--- src/rtl/clkdiv_pkg.sv ---
// Shared constants and types for the programmable clock divider.
// Holds the default counter width, the channel limit, the per-channel
// reset divisors and the channel operating-mode encoding.
package clkdiv_pkg;

   // Default width of the half-period counter and divisor registers.
   localparam int CNT_W_DEF = 20;

   // Largest channel count the 4-bit write address can reach.
   localparam int MAX_CH = 16;

   // Half-period loaded into H and S of each channel at reset.
   // Channel 1 runs twice as fast as the others out of reset.
   localparam int DEF_HALF [MAX_CH] = '{
      500000, 250000, 500000, 500000,
      500000, 500000, 500000, 500000,
      500000, 500000, 500000, 500000,
      500000, 500000, 500000, 500000
   };

   // Operating mode of one channel for the current cycle, in priority order.
   typedef enum logic [1:0] {
      CH_SYNC = 2'd0,   // global restart
      CH_STOP = 2'd1,   // enable low: everything frozen
      CH_IDLE = 2'd2,   // enabled but H == 0: output parked low
      CH_RUN  = 2'd3    // counting
   } ch_mode_e;

   // Reset divisor for a channel index.
   function automatic int def_half(input int ch);
      return DEF_HALF[ch];
   endfunction

endpackage

--- src/rtl/clkdiv_ch.sv ---
// One divider channel: active half-period H, shadow S, pend flag,
// half-period counter, registered square wave and rising-edge tick.
// New divisors are staged in S and only take effect at a half-period
// boundary (wrap), at a sync, or immediately while H is zero.
module clkdiv_ch
   import clkdiv_pkg::*;
#(
   parameter int              CNT_W    = CNT_W_DEF,
   parameter logic [CNT_W-1:0] RST_HALF = CNT_W'(DEF_HALF[0])
)(
   input  logic             mclk,
   input  logic             rst_n,
   input  logic             en,
   input  logic             sync,
   input  logic             wr,
   input  logic [CNT_W-1:0] wr_half,
   output logic             clk_out,
   output logic             tick,
   output logic             pend
);

   localparam logic [CNT_W-1:0] ONE = CNT_W'(1);

   logic [CNT_W-1:0] half_q, half_d;
   logic [CNT_W-1:0] shadow_q, shadow_d;
   logic [CNT_W-1:0] cnt_q, cnt_d;
   logic             pend_q, pend_d;
   logic             clk_q, clk_d;
   logic             tick_q, tick_d;
   ch_mode_e         mode;
   logic             wrap;

   // Classify the cycle: sync beats enable, enable beats the H==0 park.
   always_comb begin
      mode = CH_RUN;
      if (sync) begin
         mode = CH_SYNC;
      end else if (!en) begin
         mode = CH_STOP;
      end else if (half_q == '0) begin
         mode = CH_IDLE;
      end
      wrap = (mode == CH_RUN) && (cnt_q == half_q - ONE);
   end

   // Next-state logic for counter, output phase and divisor staging.
   always_comb begin
      half_d   = half_q;
      shadow_d = shadow_q;
      cnt_d    = cnt_q;
      pend_d   = pend_q;
      clk_d    = clk_q;
      tick_d   = 1'b0;
      case (mode)
         CH_SYNC: begin
            cnt_d = '0;
            clk_d = 1'b0;
            if (wr) begin
               // A write alongside sync bypasses the shadow stage.
               half_d   = wr_half;
               shadow_d = wr_half;
               pend_d   = 1'b0;
            end else if (pend_q) begin
               half_d = shadow_q;
               pend_d = 1'b0;
            end
         end
         CH_STOP: begin
            if (wr) begin
               shadow_d = wr_half;
               pend_d   = 1'b1;
            end
         end
         CH_IDLE: begin
            cnt_d = '0;
            clk_d = 1'b0;
            if (pend_q) begin
               half_d = shadow_q;
               pend_d = 1'b0;
            end
            if (wr) begin
               shadow_d = wr_half;
               pend_d   = 1'b1;
            end
         end
         CH_RUN: begin
            if (wrap) begin
               cnt_d  = '0;
               clk_d  = ~clk_q;
               tick_d = ~clk_q;
               if (wr) begin
                  // Write landing on the boundary applies at this boundary.
                  half_d   = wr_half;
                  shadow_d = wr_half;
                  pend_d   = 1'b0;
               end else if (pend_q) begin
                  half_d = shadow_q;
                  pend_d = 1'b0;
               end
            end else begin
               cnt_d = cnt_q + ONE;
               if (wr) begin
                  shadow_d = wr_half;
                  pend_d   = 1'b1;
               end
            end
         end
         default: begin
            cnt_d = cnt_q;
         end
      endcase
   end

   // State register with synchronous active-low reset to the channel default.
   always_ff @(posedge mclk) begin
      if (!rst_n) begin
         half_q   <= RST_HALF;
         shadow_q <= RST_HALF;
         cnt_q    <= '0;
         pend_q   <= 1'b0;
         clk_q    <= 1'b0;
         tick_q   <= 1'b0;
      end else begin
         half_q   <= half_d;
         shadow_q <= shadow_d;
         cnt_q    <= cnt_d;
         pend_q   <= pend_d;
         clk_q    <= clk_d;
         tick_q   <= tick_d;
      end
   end

   assign clk_out = clk_q;
   assign tick    = tick_q;
   assign pend    = pend_q;

endmodule

--- src/rtl/clkdiv_prog.sv ---
// Programmable multi-channel clock divider. Decodes the shared divisor
// write port onto N_CH independent channels, all running from mclk.
// Every output comes straight from a channel flop.
module clkdiv_prog
   import clkdiv_pkg::*;
#(
   parameter int N_CH  = 4,          // 1..MAX_CH
   parameter int CNT_W = CNT_W_DEF
)(
   input  logic             mclk,
   input  logic             rst_n,
   input  logic [N_CH-1:0]  en,
   input  logic             sync,
   input  logic             wr_en,
   input  logic [3:0]       wr_ch,
   input  logic [CNT_W-1:0] wr_half,
   output logic [N_CH-1:0]  clk_out,
   output logic [N_CH-1:0]  tick,
   output logic [N_CH-1:0]  pend
);

   logic [N_CH-1:0] wr_sel;

   // One-hot write select; indices at or above N_CH match no channel.
   always_comb begin
      wr_sel = '0;
      for (int c = 0; c < N_CH; c++) begin
         wr_sel[c] = wr_en && (wr_ch == 4'(c));
      end
   end

   genvar gi;
   generate
      for (gi = 0; gi < N_CH; gi++) begin : g_ch
         clkdiv_ch #(
            .CNT_W    (CNT_W),
            .RST_HALF (CNT_W'(def_half(gi)))
         ) u_ch (
            .mclk    (mclk),
            .rst_n   (rst_n),
            .en      (en[gi]),
            .sync    (sync),
            .wr      (wr_sel[gi]),
            .wr_half (wr_half),
            .clk_out (clk_out[gi]),
            .tick    (tick[gi]),
            .pend    (pend[gi])
         );
      end
   endgenerate

endmodule
--- config.mk ---
export PLATFORM = sky130hd
export DESIGN_NAME = clkdiv_prog
export DESIGN_NICKNAME = d
export VERILOG_FILES = /design/src/rtl/clkdiv_pkg.sv /design/src/rtl/clkdiv_ch.sv /design/src/rtl/clkdiv_prog.sv
export SDC_FILE = /design/constraint.sdc
export NUM_CORES = 1
export LEC_CHECK = 0
export BUFFER_PORTS_ARGS = -buffer_cell sky130_fd_sc_hd__buf_2
export CAP_MARGIN = 0
export CORE_AREA = 2 2 196 140
export CTS_BUF_LIST = sky130_fd_sc_hd__clkbuf_8
export CTS_CLUSTER_DIAMETER = 120
export DETAILED_ROUTE_END_ITERATION = 7
export DIE_AREA = 0 0 198 142
export PLACE_DENSITY = 0.76
export RECOVER_POWER = 50
export REMOVE_ABC_BUFFERS = 1
export SLEW_MARGIN = 40
export SYNTH_ARGS = -nofsm -noshare
export SYNTH_HDL_FRONTEND = slang
export SYNTH_SLANG_ARGS = --single-unit
--- constraint.sdc ---
create_clock -name mclk -period 3.09 [get_ports mclk]
set_clock_uncertainty 0.1 [all_clocks]
set_input_delay 0.1545 -clock mclk [delete_from_list [all_inputs] [get_ports mclk]]
set_output_delay 0.1545 -clock mclk [all_outputs]
set_load 0.005 [all_outputs]
==> insert_results.sql <==
INSERT INTO impl_metrics (metric_group, metric, value, unit) VALUES
('clocking', 'clk_transition_reported_paths', '0.06', 'ns'),
('die', 'die_area', '28100', 'sq um'),
('placement', 'place.detailed.hpwl', '28700', 'um'),
('sta', 'setup-violations-final', '0', ''),
('clocking', 'cts_buffer_depth', '3', ''),
('synth', 'synth_largest_area_cell', 'sky130_fd_sc_hd__dfxtp_1', ''),
('grt', 'gr-usage-all-layers', '28.7', '%'),
('sta', 'timing.max_slew.rel_slack', '20.9', '%'),
('clocking', 'cts.htree.levels', '2', ''),
('cells_and_area', 'drive_above_1_share', '16.1', '%'),
('sta', 'period_share', '98.6', '%'),
('cells_and_area', 'antennaDiodeCount', '0', ''),
('drt', 'wire_per_inst', '18.0', 'um'),
('sta', 'worst_slack', '0.0438', 'ns'),
('synth', 'post_synth_xor_area_fraction', '9.79', '%'),
('critical_path', 'critPathLaunchType', 'register', ''),
('grt', 'grt_start_max_net_pins', '92', ''),
('clocking', 'cts_sinks', '252', ''),
('clocking', 'tritoncts', 'done', ''),
('synth', 'netlist_top_cells_area', 'sky130_fd_sc_hd__dfxtp_1 34%, sky130_fd_sc_hd__nand2_1 7.8%, sky130_fd_sc_hd__xor2_1 4.9%, sky130_fd_sc_hd__xnor2_1 4.7%, sky130_fd_sc_hd__mux2i_1 4.6%', ''),
('power', 'leakagePower', '6.28', 'nW'),
('drt', 'initialDrtViolationCount', '1244', ''),
('synth', 'post-synth-top-area-fraction', '34.0', '%'),
('synth', 'synth_edf_count', '0', ''),
('synth', 'synth_cell_type_count', '88', ''),
('power', 'total_power', '7.24', 'mW'),
('sta', 'rsz0062_at_grt', 'yes', ''),
('synth', 'sequential_cell_area_fraction_in_the_yosys_report', '34.0', '%'),
('synth', 'synth_top_family_by_area', 'simple AND/OR/NAND/NOR gates', ''),
('drt', 'route.detailed.drc', '0', ''),
('die', 'io_pins', '44', ''),
('grt', 'number_of_global_route_vias_before_repair', '12800', ''),
('synth', 'synth_seq_cells', '252', ''),
('critical_path', 'cp-end-kind', 'register', ''),
('power', 'p_per_area', '416', 'nW/um^2'),
('clocking', 'cts_root_buffer', 'sky130_fd_sc_hd__clkbuf_8', ''),
('drt', 'drt_first_pass_iters', '6', ''),
('drt', 'routed_via_count_divided_by_cell_count', '5.98', ''),
('power', 'max-vdd-ir-drop', '0.431', 'mV'),
('die', 'design.core.area', '26300', 'sq um'),
('placement', 'gpl.final_weighted_congestion', '0.969', ''),
('grt', 'global_route_wire_length_before_repair', '65400', 'um'),
('synth', 'dominant_cell_by_count_in_the_synthesized_netlist', 'sky130_fd_sc_hd__nand2_1', ''),
('placement', 'place.detailed.instances', '2228', ''),
('die', 'initial_utilization', '56.3', '%'),
('synth', 'synth_async_sr_flop_share', '0', '%'),
('grt', 'global_route.overflow_total', '0', ''),
('cells_and_area', 'fin_area', '17400', 'sq um'),
('cells_and_area', 'nets', '1989', ''),
('placement', 'pre_cts_slack', '-0.0129', 'ns'),
('sta', 'fmaxAchievable', '328', 'MHz'),
('synth', 'synth_common_cells', '306 x sky130_fd_sc_hd__nand2_1, 252 x sky130_fd_sc_hd__dfxtp_1, 133 x sky130_fd_sc_hd__clkbuf_1, 106 x sky130_fd_sc_hd__nand3_1, 105 x sky130_fd_sc_hd__nor2_1', ''),
('synth', 'post_synth.cell_area_avg', '7.90', 'sq um'),
('placement', 'io_buffers', '43', ''),
('drt', 'detail_route_antenna_nets', '0', ''),
('synth', 'post_synth_instance_area', '14800', 'sq um'),
('critical_path', 'path_max_fanout', '7', ''),
('status', 'status', 'completed', ''),
('drt', 'route.vias.total', '14000', ''),
('clocking', 'insertion_delay', '0.57', 'ns'),
('sta', 'final-max-slew-violation-count', '0', ''),
('die', 'die_x', '198', 'um'),
('sta', 'hold_viol', '0', ''),
('drt', 'finalWirelength', '42100', 'um'),
('job', 'max_cap_violations', '0', ''),
('critical_path', 'worst-endpoint-arrival', '3.37', 'ns'),
('clocking', 'cts_buffers', '41', ''),
('cells_and_area', 'stdcell_count', '2340', ''),
('synth', 'dominant_register_cell_in_the_synthesized_netlist', 'sky130_fd_sc_hd__dfxtp_1', ''),
('sta', 'tightestPinTransition', '1.19', 'ns'),
('synth', 'synth_fa_ha_area_share', '1.01', '%');
[final timing paths]
path / end / slack (ns) / cells past startpoint / start
max reg2reg: g_ch[2].u_ch.half_q[5] / 0.04 / 13 / g_ch[2].u_ch.half_q[0]
min: g_ch[1].u_ch.shadow_q[16] / 0.14 / 5 / wr_ch[1]
max: g_ch[2].u_ch.half_q[5] / 0.04 / 13 / g_ch[2].u_ch.half_q[0]
min reg2reg: g_ch[3].u_ch.shadow_q[11] / 0.36 / 2 / g_ch[3].u_ch.shadow_q[11]
[kinds of logic (layout without fill, tap and decap cells)]
family,after synthesis,count (layout)
and+or+nand+nor,806,807
xor gates and xnor gates,164,164
DFF,252,252
muxes,72,72
AOI/OAI and AO/OA,363,363
adders and majority gates,12,12
buffers and inverters,207,306
[where the power goes]
part	switching [mW]	total, mW	internal (mW)
Sequential	0.0496	3.35	3.30
Clock	1.40	3.15	1.75
Combinational	0.440	0.736	0.296
[metal layers]
layer  GRT usage (%)  part of all wire [%]
met1            41.3                    47
met2            43.2                    43
met3            6.09                   8.2
met4            8.47                   2.1
met5               0                     0
[cells in the final DEF (no fill, tap or decap), types with 13 or more instances in the layout]
cell	n
sky130_fd_sc_hd__nand2_1	305
sky130_fd_sc_hd__dfxtp_1	248
sky130_fd_sc_hd__buf_4	112
sky130_fd_sc_hd__nand3_1	104
sky130_fd_sc_hd__nor2_1	101
sky130_fd_sc_hd__xor2_1	83
sky130_fd_sc_hd__o21ai_0	80
sky130_fd_sc_hd__xnor2_1	80
sky130_fd_sc_hd__mux2i_1	68
sky130_fd_sc_hd__nor3_1	62
sky130_fd_sc_hd__clkbuf_8	58
sky130_fd_sc_hd__a21boi_0	55
sky130_fd_sc_hd__nand4_1	43
sky130_fd_sc_hd__inv_1	38
sky130_fd_sc_hd__o211ai_1	37
sky130_fd_sc_hd__buf_2	35
sky130_fd_sc_hd__a21oi_1	28
sky130_fd_sc_hd__dlygate4sd3_1	26
sky130_fd_sc_hd__and3_1	25
sky130_fd_sc_hd__nor4_1	22
sky130_fd_sc_hd__nor2b_1	20
sky130_fd_sc_hd__nand3b_1	19
sky130_fd_sc_hd__a31oi_1	18
sky130_fd_sc_hd__o21ai_1	16
sky130_fd_sc_hd__o211a_1	14
sky130_fd_sc_hd__and2_1	13
sky130_fd_sc_hd__o32a_1	13
[metrics by stage]
step / setup TNS (ns) / hold WS [ns]
after CTS: 0 / 0.114
final: 0 / 0.144
after global routing: -0.550 / 0.149
after floorplan: -77.34 / 0.116
after global placement: 0 / 0.341
after detailed placement: -0.0165 / 0.353
[cell type report]
type                       instances  area (sq um)
clock buffer                      58           798
clock inverter                    16           103
fill                            2223          8960
inverter                          32           120
multi-input combinational       1418          9210
sequential                       252          5050
tap                              364           455
timing repair buffer             200          1640
[repair_timing]
item                                    4_1_cts  5_1_grt
gates resized for setup                       4       64
endpoints found under the setup margin       24      151
buffers inserted                              1        6
endpoints found under the hold margin       149        0
cloned                                        0        5
pin swaps                                     0       12
hold buffers                                 26        0
[critical path: stages, from the launching register on]
cell	delay, ns
sky130_fd_sc_hd__dfxtp_2	0.36
sky130_fd_sc_hd__inv_1	0.07
sky130_fd_sc_hd__ha_1	0.21
sky130_fd_sc_hd__nor3b_2	0.15
sky130_fd_sc_hd__buf_4	0.16
sky130_fd_sc_hd__and3_1	0.23
sky130_fd_sc_hd__a211o_1	0.35
sky130_fd_sc_hd__a21oi_2	0.15
sky130_fd_sc_hd__nand4_1	0.20
sky130_fd_sc_hd__o311ai_4	0.31
sky130_fd_sc_hd__buf_4	0.20
sky130_fd_sc_hd__clkbuf_16	0.15
sky130_fd_sc_hd__mux2i_1	0.17
sky130_fd_sc_hd__nand2_1	0.09
[state kept, by name (all words and copies together) (netlist names)]
signal	flops
g_ch.u_ch.cnt_q	80
g_ch.u_ch.half_q	80
g_ch.u_ch.shadow_q	80
g_ch.u_ch.clk_out	4
g_ch.u_ch.pend	4
g_ch.u_ch.tick	4
(Power assumes the default switching activity.)
